File: config.mk
export PLATFORM = sky130hd
export DESIGN_NAME = iter_shifter_flat
export DESIGN_NICKNAME = d
export VERILOG_FILES = /design/src/rtl/iter_shifter_if.sv /design/src/rtl/iter_shifter.sv /design/src/flat_wrapper.sv
export SDC_FILE = /design/constraint.sdc
export NUM_CORES = 1
export LEC_CHECK = 0
export ABC_AREA = 1
export CAP_MARGIN = 20
export CORE_MARGIN = 2
export CORE_UTILIZATION = 50
export CTS_BUF_LIST = sky130_fd_sc_hd__clkbuf_16
export DETAILED_ROUTE_END_ITERATION = 6
export PLACE_DENSITY = 0.75
export SLEW_MARGIN = 20
export SYNTH_ARGS = -nofsm -noshare
export SYNTH_HDL_FRONTEND = slang
export SYNTH_SLANG_ARGS = --single-unit
File: constraint.sdc
create_clock -name clk -period 1.8 [get_ports clk]
set_input_delay 0.36 -clock clk [delete_from_list [all_inputs] [get_ports clk]]
set_output_delay 0.36 -clock clk [all_outputs]
set_load 0.02 [all_outputs]
File: src/rtl/iter_shifter_if.sv
// Request/response bundle between the execute stage and iter_shifter.
// Handshake: the shifter accepts start only when busy=0 (IDLE or DONE); done is a one-cycle result-valid pulse.
interface iter_shifter_if #(
    parameter int WIDTH = 32
) ();
    localparam int SHW = $clog2(WIDTH);

    logic             start;
    logic [1:0]       op;
    logic [SHW-1:0]   shamt;
    logic [WIDTH-1:0] din;
    logic             busy;
    logic             done;
    logic [WIDTH-1:0] dout;

    modport master (
        output start, op, shamt, din,
        input  busy, done, dout
    );

    modport slave (
        input  start, op, shamt, din,
        output busy, done, dout
    );
endinterface

File: src/rtl/iter_shifter.sv
// Multi-cycle SLL/SRL/SRA shifter moving at most STEP bits per clock.
// Optional rotate-right on op=11 is enabled by defining SHIFT_ROTATE_EN.
module iter_shifter #(
    parameter int WIDTH = 32,
    parameter int STEP  = 4
) (
    input  logic           clk,
    input  logic           rst,
    iter_shifter_if.slave  bus,
    output logic [1:0]     o_dbg_state
);
    localparam int SHW = $clog2(WIDTH);

    typedef enum logic [1:0] {
        S_IDLE  = 2'd0,
        S_SHIFT = 2'd1,
        S_DONE  = 2'd2
    } state_t;

    state_t           r_state;
    state_t           w_next_state;
    logic [WIDTH-1:0] r_work;
    logic [WIDTH-1:0] r_dout;
    logic [1:0]       r_op;
    logic [SHW-1:0]   r_rem;
    logic             r_sign;

    logic             w_accept;
    logic [SHW-1:0]   w_k;
    logic [WIDTH-1:0] w_fill_mask;
    logic [WIDTH-1:0] w_shifted;

`ifdef SHIFT_ROTATE_EN
    logic [SHW-1:0]   w_rot_amt;
    // k is always >= 1 while shifting, so WIDTH-k fits in SHW bits
    assign w_rot_amt = SHW'(WIDTH - int'(w_k));
`endif

    assign w_accept    = ((r_state == S_IDLE) || (r_state == S_DONE)) && bus.start;
    assign w_fill_mask = ~({WIDTH{1'b1}} >> w_k);

    always_comb begin
        w_k = r_rem;
        if (int'(r_rem) > STEP) begin
            w_k = SHW'(STEP);
        end
    end

    always_comb begin
        w_shifted = r_work << w_k;
        case (r_op)
            2'b01:   w_shifted = r_work >> w_k;
            2'b10:   w_shifted = (r_work >> w_k) | (w_fill_mask & {WIDTH{r_sign}});
`ifdef SHIFT_ROTATE_EN
            2'b11:   w_shifted = (r_work >> w_k) | (r_work << w_rot_amt);
`else
            2'b11:   w_shifted = r_work << w_k;
`endif
            default: w_shifted = r_work << w_k;
        endcase
    end

    always_comb begin
        w_next_state = r_state;
        case (r_state)
            S_IDLE, S_DONE: begin
                if (bus.start) begin
                    w_next_state = (bus.shamt == '0) ? S_DONE : S_SHIFT;
                end else begin
                    w_next_state = S_IDLE;
                end
            end
            S_SHIFT: begin
                if (r_rem == w_k) begin
                    w_next_state = S_DONE;
                end
            end
            default: w_next_state = S_IDLE;
        endcase
    end

    always_ff @(posedge clk) begin
        if (rst) begin
            r_state <= S_IDLE;
            r_work  <= '0;
            r_dout  <= '0;
            r_op    <= '0;
            r_rem   <= '0;
            r_sign  <= 1'b0;
        end else begin
            r_state <= w_next_state;
            if (w_accept) begin
                r_work <= bus.din;
                r_op   <= bus.op;
                r_rem  <= bus.shamt;
                r_sign <= bus.din[WIDTH-1];
                if (bus.shamt == '0) begin
                    r_dout <= bus.din;
                end
            end else if (r_state == S_SHIFT) begin
                r_work <= w_shifted;
                r_rem  <= r_rem - w_k;
                // result is published only on the final step, never mid-shift
                if (r_rem == w_k) begin
                    r_dout <= w_shifted;
                end
            end
        end
    end

    assign bus.busy    = (r_state == S_SHIFT);
    assign bus.done    = (r_state == S_DONE);
    assign bus.dout    = r_dout;
    assign o_dbg_state = r_state;
endmodule
File: src/flat_wrapper.sv
// flat-port wrapper written by rule: the top's interface ports become plain ports
module iter_shifter_flat 
#(
    parameter int WIDTH = 32,
    parameter int STEP  = 4
)
  (clk, rst, o_dbg_state, bus_start, bus_op, bus_shamt, bus_din, bus_busy, bus_done, bus_dout);
  iter_shifter_if #(.WIDTH(WIDTH)) bus_i ();
  input  logic clk;
  input  logic rst;
  output logic [1:0] o_dbg_state;
  input wire logic [$bits(bus_i.start)-1:0] bus_start;
  input wire logic [$bits(bus_i.op)-1:0] bus_op;
  input wire logic [$bits(bus_i.shamt)-1:0] bus_shamt;
  input wire logic [$bits(bus_i.din)-1:0] bus_din;
  output wire logic [$bits(bus_i.busy)-1:0] bus_busy;
  output wire logic [$bits(bus_i.done)-1:0] bus_done;
  output wire logic [$bits(bus_i.dout)-1:0] bus_dout;
  assign bus_i.start = bus_start;
  assign bus_i.op = bus_op;
  assign bus_i.shamt = bus_shamt;
  assign bus_i.din = bus_din;
  assign bus_busy = bus_i.busy;
  assign bus_done = bus_i.done;
  assign bus_dout = bus_i.dout;
  iter_shifter #(.WIDTH(WIDTH), .STEP(STEP)) u_core (.clk(clk), .rst(rst), .bus(bus_i), .o_dbg_state(o_dbg_state));
endmodule
==> flow_summary.toml <==
[status]
status = "complete, but fails checks"
violations = "DRC, setup timing"

[floorplanning]
fp.dieH_um = 109
core_area_um2 = 10800
io_pins = 78
initial_core_util = 0.509
rows = 38
die_x_um = 109
die_area_um2 = 11800

[route]
drtIter0Drc = 858
top_layer_used = "met4"
dr.pass1.iters = 7
viasPerCell = 6.12
wl_met2_um = 9240
antenna_left = 0
wire_per_inst_um = 17.8
vias = 7270
drc = 1
wl_met1_um = 8540
routed_wl_um = 21100
wl_met3_um = 2390

[synth]
synth_ff_type = "dfxtp_1"
synth_nets = 981
synthTopCellsByArea = "dfxtp_1 27%, nand3_1 18%, nand2_1 17%, a21oi_1 7.2%, o21ai_0 6.3%"
synth_common_cells = "248 x nand2_1, 194 x nand3_1, 79 x a21oi_1, 74 x dfxtp_1, 69 x o21ai_0"
synth-edff-count = 0
ys_warn_count = 0
ys_seq_area_frac = 0.270
synth_top_cell_area_share = 0.270
synth_top_cell_by_area = "dfxtp_1"
syn_inst = 936
synth_most_common_cell = "nand2_1"
async_flop_share = 0
synth.cell_area_um2 = 5490
avgSynthCellArea_um2 = 5.87
ys_ff_latch = 74
synth.distinct_cells = 30

[critical_path]
path_max_fanout = 6
critPathBufInv = 3
crit_family = "simple AND/OR/NAND/NOR gates"
path_class = "reg -> reg"
end_kind = "flip-flop"
cp.required_ns = 2.03
worstPathArrival_ns = 2.17
crit_chain = "nor2_4, buf_6, nand3_4, inv_8, clkbuf_16, nand3_1, nand3_1, nand2_1, nor2_1, nand2_1, nand2_2, a21oi_1"
cp-start-kind = "flip-flop"
critPathMaxStageDelay_ns = 0.33
cpMaxStageDelayCell = "dfxtp_2"

[cells_and_area]
nFillCells = 871
antenna_cells = 0
post-route-util = 0.737
syn2layout_area_growth_pct = 44.8
final_cells = 1188
multi_input_area_um2 = 3960
nets = 1089
register_area_um2 = 1480
layout-drive-gt1-share = 0.253

[cts]
numCtsBuffers = 9
clock-sinks = 74
clk_latency_ns = 0.35
cts_root_buf = "clkbuf_16"
clock_path_buffers = 2
cts_hold_buf = 0
clk_pin_slew_ns = 0.06
tritoncts = "built"
h-tree-depth = 3

[grt]
track_usage = 0.330
grt_pass1_vias = 6405
grt-ovfl-total = 0
grt_pass1_wl_um = 30900
grt_start_max_net_pins = 65
antenna_found_initial = 0

[sta]
drv_slew = 0
setup_slack_ns = -0.142
fin_skew_ns = 0.00711
rsz0062_at_grt = "yes"
finalCriticalPeriod_ns = 1.94
finalHoldViolCount = 0
clock.fmax_mhz = 515
fin_crit_sh = 1.08
final-setup-viol-count = 33

[placed_design]
gp_congestion = 0.965
io_buffers = 77
dp.cells = 1158
hpwlAfterDp_um = 13300

[power_and_ir_drop]
ir_drop_uv = 666
powerDensity_nw_per_um2 = 884
power.leakage_uw = 0.00352

[min_path]
hp-class = "reg -> reg"

[job]
maxCapViolCount = 0
## sequential cells by signal, summed over array words and instances (netlist names)
| signal | flops |
|---|---|
| u_core.bus.dout | 32 |
| u_core.r_work | 32 |
| u_core.r_rem | 5 |
| u_core.o_dbg_state | 2 |
| u_core.r_op | 2 |
| u_core.r_sign | 1 |
## path summary, 6_finish.rpt
path                   startpoint           endpoint  slack, ns  cells after the start
setup / recovery  u_core.r_rem[3]  u_core.r_work[26]      -0.14                     12
setup reg to reg  u_core.r_rem[3]  u_core.r_work[26]      -0.14                     12
hold reg to reg     u_core.r_sign      u_core.r_sign       0.47                      2
hold / removal      u_core.r_sign      u_core.r_sign       0.47                      2
## worst reg2reg max path, delay by kind of cell, from the launching register on
kind	cells	cell delay, ns
and+or+nand+nor	8	0.99
buffers and inverters	3	0.44
AOI/OAI and AO/OA	1	0.06
DFF	1	0.33
## stage by stage
step,instance area (um2),hold WS [ns],setup slack (ns),TNS (ns),total power [uW]
finish,7960,0.474,-0.142,-1.26,7030
global route,7960,0.496,-0.243,-6.32,7370
CTS,7210,0.468,-0.0191,-0.0229,6480
detailed placement,6880,0.460,-0.153,-5.02,4830
global placement,6880,0.455,-0.0898,-2.68,4800
floorplan,5500,0.446,0.0699,0,3740
## metal layers
layer,up-vias,track usage
met5,-,0
li1,3379,-
met1,3293,0.446
met4,0,0.140
met3,104,0.0604
met2,494,0.517
## kinds of logic after synthesis
group | synth area share
DFF | 0.270
buffers and inverters | 0.0988
and+or+nand+nor | 0.471
other | 0.000683
adders and majority gates | 0.00683
AOI/OAI and AO/OA | 0.153
## placed cells by master (no fill, tap or decap), types with 3 or more instances in the layout
cell type | netlist | routed
buf_4 | 5 | 53
a21oi_2 | 0 | 11
nor2_1 | 48 | 43
nor2_4 | 1 | 4
a21oi_1 | 79 | 68
buf_12 | 0 | 19
clkbuf_16 | 0 | 16
clkdlybuf4s50_1 | 0 | 75
nand2_2 | 1 | 40
nor3_1 | 3 | 3
or2_2 | 30 | 30
nand3_2 | 1 | 52
buf_6 | 2 | 7
inv_1 | 51 | 48
nor2_2 | 4 | 6
o21ai_1 | 8 | 7
inv_2 | 5 | 7
nand2_1 | 248 | 208
nand3_4 | 1 | 4
nand4_1 | 34 | 34
dfxtp_1 | 74 | 72
a31oi_1 | 6 | 6
o21ai_0 | 69 | 68
nand3_1 | 194 | 140
## power breakdown
group	internal, uW	leakage [uW]	switching, uW
Combinational	1380	0.00278	2030
Sequential	1830	0.000612	166
Clock	902	0.000129	717
Total	4110	0.00352	2920
## final cells by class
class                      count  area share
clock buffer                   9      0.0283
clock inverter                 6     0.00346
inverter                      57      0.0289
multi-input combinational    736       0.497
sequential                    74       0.187
tap                          140      0.0220
timing repair buffer         166       0.234
## timing repair
action | 4_1_cts | 5_1_grt
endpoints found under the setup margin | 62 | 64
cloned | 1 | 8
pin swaps | 3 | 20
setup buffers | 1 | 5
resized for setup | 10 | 134
No activity file was read; power rests on OpenSTA's default activity.
